===== config.mk =====
export PLATFORM = sky130hd
export DESIGN_NAME = data_mem_controller
export DESIGN_NICKNAME = d
export VERILOG_FILES = /design/src/rtl/data_mem_controller.sv
export SDC_FILE = /design/constraint.sdc
export NUM_CORES = 1
export LEC_CHECK = 0
export BUFFER_PORTS_ARGS = -buffer_cell sky130_fd_sc_hd__clkbuf_2
export CAP_MARGIN = 25
export CORE_ASPECT_RATIO = 0.7
export CORE_UTILIZATION = 35
export CTS_CLUSTER_DIAMETER = 50
export CTS_CLUSTER_SIZE = 12
export DETAILED_ROUTE_END_ITERATION = 8
export HOLD_SLACK_MARGIN = 0.02
export PLACE_DENSITY = 0.73
export SYNTH_ARGS = -nofsm -noshare
export SYNTH_HDL_FRONTEND = slang
export SYNTH_SLANG_ARGS = --single-unit
export TNS_END_PERCENT = 10

===== constraint.sdc =====
create_clock -name clk_in -period 1.9 [get_ports clk_in]
set_clock_uncertainty 0.15 [all_clocks]
set_input_delay 0 -clock clk_in [delete_from_list [all_inputs] [get_ports clk_in]]
set_output_delay 0 -clock clk_in [all_outputs]
set_load 0.005 [all_outputs]

===== src/rtl/data_mem_controller.sv =====
// rtl/data_mem_controller.sv - load/store slave translating byte-addressed accesses onto a 32-bit block RAM
//
// Purpose: accepts one load or store at a time from the execute stage and maps
// BYTE/WORD/DWORD accesses onto a 32-bit synchronous RAM with per-byte write enables.
// It sequences the RAM read latency behind a registered busy handshake.
//
// Ports:
//   clk_in, rst_in        clock, synchronous active-high reset
//   addr, mem_width       byte address and access width (0=BYTE, 1=WORD, 2=DWORD)
//   dispatch_read/write   request strobes, sampled only while idle
//   write_data            store data, right-justified
//   read_data             load result, right-justified, zero-extended, held until next load
//   busy                  request in flight
//   access_err            sticky error flag
//   ram_addr/we/din/dout  block RAM interface
module data_mem_controller #(
  parameter int DEPTH       = 4096,
  parameter int RAM_LATENCY = 2
) (
  input  logic                     clk_in,
  input  logic                     rst_in,
  input  logic [31:0]              addr,
  input  logic [1:0]               mem_width,
  input  logic                     dispatch_read,
  input  logic                     dispatch_write,
  input  logic [31:0]              write_data,
  output logic [31:0]              read_data,
  output logic                     busy,
  output logic                     access_err,
  output logic [$clog2(DEPTH)-1:0] ram_addr,
  output logic [3:0]               ram_we,
  output logic [31:0]              ram_din,
  input  logic [31:0]              ram_dout
);

  localparam int         AW       = $clog2(DEPTH);
  localparam logic [2:0] LAT_INIT = 3'(RAM_LATENCY - 1);

  typedef enum logic [1:0] {IDLE, RD_WAIT, RD_CAPTURE, WR} state_t;

  state_t      state, state_nx;
  logic [2:0]  lat_cnt;
  logic [1:0]  lane_q;
  logic [1:0]  width_q;
  logic        accept;
  logic        misaligned;
  logic        out_of_range;
  logic        req_err;
  logic [3:0]  we_calc;
  logic [31:0] din_calc;
  logic [31:0] dout_shifted;
  logic [31:0] rd_sel;

  assign accept = (state == IDLE) && (dispatch_read || dispatch_write);

  // Request decode
  always_comb begin
    misaligned   = ((mem_width == 2'd1) && addr[0]) ||
                   ((mem_width == 2'd2) && (addr[1:0] != 2'b00));
    out_of_range = addr >= 32'(4 * DEPTH);
    req_err      = (dispatch_read && dispatch_write) || (mem_width == 2'd3) ||
                   misaligned || out_of_range;
  end

  // Lane steering for stores: enables shifted to the lane, data replicated
  // across all lanes so the enabled byte(s) always see the right bits.
  always_comb begin
    we_calc  = 4'b1111;
    din_calc = write_data;
    case (mem_width)
      2'd0: begin
        we_calc  = 4'b0001 << addr[1:0];
        din_calc = {4{write_data[7:0]}};
      end
      2'd1: begin
        we_calc  = 4'b0011 << addr[1:0];
        din_calc = {2{write_data[15:0]}};
      end
      default: begin
        we_calc  = 4'b1111;
        din_calc = write_data;
      end
    endcase
  end

  // Lane extraction for loads, using the lane/width latched at accept
  always_comb begin
    dout_shifted = ram_dout >> {lane_q, 3'b000};
    case (width_q)
      2'd0:    rd_sel = {24'b0, dout_shifted[7:0]};
      2'd1:    rd_sel = {16'b0, dout_shifted[15:0]};
      default: rd_sel = ram_dout;
    endcase
  end

  // FSM: state register
  always_ff @(posedge clk_in) begin
    if (rst_in) state <= IDLE;
    else        state <= state_nx;
  end

  // FSM: next state. Error requests borrow WR for their single busy cycle
  // with no write enable raised.
  always_comb begin
    state_nx = state;
    case (state)
      IDLE: begin
        if (accept) begin
          if (req_err || dispatch_write) state_nx = WR;
          else                           state_nx = RD_WAIT;
        end
      end
      RD_WAIT:    if (lat_cnt == 3'd0) state_nx = RD_CAPTURE;
      RD_CAPTURE: state_nx = IDLE;
      WR:         state_nx = IDLE;
      default:    state_nx = IDLE;
    endcase
  end

  // FSM: outputs. busy derives only from the state register.
  always_comb begin
    busy = (state != IDLE);
  end

  // Datapath registers
  always_ff @(posedge clk_in) begin
    if (rst_in) begin
      read_data  <= '0;
      access_err <= 1'b0;
      ram_addr   <= '0;
      ram_we     <= '0;
      ram_din    <= '0;
      lat_cnt    <= '0;
      lane_q     <= '0;
      width_q    <= '0;
    end else begin
      ram_we <= '0;
      if (accept) begin
        lane_q  <= addr[1:0];
        width_q <= mem_width;
        lat_cnt <= LAT_INIT;
        if (req_err) begin
          access_err <= 1'b1;
        end else begin
          ram_addr <= addr[AW+1:2];
          if (dispatch_write) begin
            ram_we  <= we_calc;
            ram_din <= din_calc;
          end
        end
      end else begin
        if ((state == RD_WAIT) && (lat_cnt != 3'd0)) lat_cnt <= lat_cnt - 3'd1;
        if (state == RD_CAPTURE)                      read_data <= rd_sel;
      end
    end
  end

endmodule


==> run metrics <==
outcome finished clean; initial antenna violation count 0; Final Hold Fails 0; dpl hpwl between 9000 and 10000 um; Netlist cell types 33; Most used DFF post-synth dfxtp_1; Cells after DPL around 850; Post-Route WL between 10000 and 15000 um; Synth area leader dfxtp_1; DR iter-0 viols just under 300; register area share after synthesis 0.4043; largest cells by area after synthesis dfxtp_1, mux2i_1, nand2b_1, a21oi_1, nand2_1; root cell of the clock tree clkbuf_16; Mapped Cells about 510; # H-tree levels 3; Int Power ~3.5 mW; final std cells w/o fill 950; Async SR Flop Fraction 0; #FFs+latches synth 90; Max Cap Viol 0; element type at the critical path end flop; number of port buffers 183; VDD IR max roughly 0.54 mV; Worst Path Max Fanout 4; cts bufs inserted 9; Initial Utilization 0.3588; drt first pass iters 5; Max Freq between 500 and 600 MHz; met1 Usage GRT 0.2802; CP required slightly below 2 ns; mean routed wirelength per cell 15.46 um; Logic pwr share 0.205; placed cell area around 0.0057 mm2; Final period util 0.9398; Congestion Overflow GR 0; Tot Pwr 4.787 mW; total routing usage reported by global routing 0.2126; worst skew pair latency 0.33 ns; clock-pin transition on the worst setup and hold timing paths 0.06 ns; FP Rows 34; TritonCTS clock tree yes; Rel. slew slack 0.5268; Placement Setup Slack between 0.03 and 0.04 ns; worst setup margin 0.1144 ns; startpoint types flop; layout cells sized above 1 0.3135; Fin Hold WS around 0.070 ns; first-pass GRT wire length roughly 22000 um; area delta synth->final 57.94%; GPL Wtd Cong roughly 0.85; # nets final around 890; switching part of the total 0.2682; WS Path Type reg -> reg; post-route cell area 0.007039 mm2; commonest non-fill, non-tap cell in the layout clkbuf_2; Mapped Area around 0.0045 mm2; via count 4742; CTS Buffer Depth 2; Sequential Power Share 0.417; diode count 0; GRT busiest layer met2; worst slew pin tran 0.7083 ns; Final setup viols 0; met2 Use GR 0.3464; flop-to-flop setup slack 0.11 ns; DRC viols 0; Avg Vias per Cell 4.992; Pins Over Slew Limit 0; clock power share 0.378; Layout fillers between 1000 and 1500; P_sw about 1.3 mW; syn_area_per_cell slightly below 9 um2; Die ar. around 0.013 mm2; core box area 0.01242 mm2; DIE HEIGHT 96.41 um; min-delay worst type in -> reg; syn_nets between 600 and 700; CP arrival between 1.5 and 2 ns; largest net degree at the start of global routing 61; Synth top area share 0.4043; Ports between 150 and 200; commonest non-fill, non-tap cells in the layout clkbuf_2, dfxtp_1, dlygate4sd3_1; number of global-route vias before repair ~4300; met3 usage 0.05164; number of flops mapped to enable cells by yosys 0; Leak between 3 and 4 nW; # clock sinks 90; Syn. warnings 0; Die X 136.9 um; Detail Route Antenna Nets 0; min cycle time layout between 1.5 and 2 ns; Pwr Density 680.0 mW/mm2
logic make-up after synthesis:
logic type | after synthesis | share of synthesized area
and+or+nand+nor | 190 | 0.2195
AOI/OAI and AO/OA | 102 | 0.1488
DFF | 90 | 0.4043
muxes | 76 | 0.1752
buffers and inverters | 47 | 0.04464
adders and majority gates | 2 | 0.005614
xor gates and xnor gates | 1 | 0.001966
through the flow:
stage,setup TNS (ns),utilization
CTS,0,0.5563
floorplan,0,-
global placement,0,0.4617
finish,0,0.5667
detailed placement,0,0.4617
global route,-0.02022,0.5667
routing by layer:
layer	vias to the layer above	share of wire
li1	2319	-
met1	2202	0.46
met2	200	0.46
met3	21	0.067
met4	0	0.015
met5	-	0
cells in the mapped netlist (2+ instances only):
cell,n
dfxtp_1,90
mux2i_1,60
nand2b_1,58
nand2_1,49
a21oi_1,40
clkbuf_1,31
nor2_1,28
nor2b_1,22
o21ai_0,18
nand3_1,17
mux2_1,14
nor3_1,10
a221oi_1,8
a2bb2oi_1,8
o221ai_1,8
o2bb2ai_1,8
inv_1,6
o21a_1,5
nor4_1,4
a2111oi_0,3
buf_1,3
buf_2,3
buf_4,3
ha_1,2
mux2_2,2
power groups by stage:
stage | combinational, mW | clock, mW | sequential (mW)
floorplan | 0.432 | 0 | 2.03
global placement | 0.797 | 0 | 2.03
detailed placement | 0.802 | 0 | 2.03
CTS | 0.950 | 1.86 | 1.99
global route | 1.07 | 1.94 | 2.00
finish | 0.983 | 1.81 | 1.99
worst max-delay path, cell delays in order, from the launching register on:
cell       delay [ns]
dfxtp_1          0.34
inv_1            0.05
ha_1             0.19
ha_1             0.18
nor2b_1          0.17
nor2b_4          0.21
nor2_1           0.05
a2111oi_0        0.34
worst paths after layout:
path,from,end,depth (start not counted)
worst min register to register,read_data[29],read_data[29],2
worst min-delay path,dispatch_read,state[1],3
worst max register to register,lat_cnt[0],lat_cnt[2],7
worst max-delay path,lat_cnt[0],lat_cnt[2],7
layout make-up:
cell class | count | area [um2] | share of cell area
multi-input combinational | 371 | 2511 | 0.3567
inverter | 6 | 22.52 | 0.003199
timing repair buffer | 305 | 2197 | 0.3121
clock buffer | 10 | 239.0 | 0.03395
sequential | 90 | 1802 | 0.2560
tap | 162 | 202.7 | 0.02879
clock inverter | 6 | 65.06 | 0.009243
what timing repair did:
item,in CTS,in global routing
gates resized for setup,0,18
buffers inserted,0,6
hold buffers,87,0
endpoints found under the hold margin,84,0
setup endpoints to repair,0,41
registers in the layout (all words and copies together) (netlist names):
name        count
ram_din        32
read_data      32
ram_addr       12
ram_we          4
lat_cnt         3
lane_q          2
state           2
width_q         2
access_err      1
Note: power is estimated with default switching activity, not from simulation.
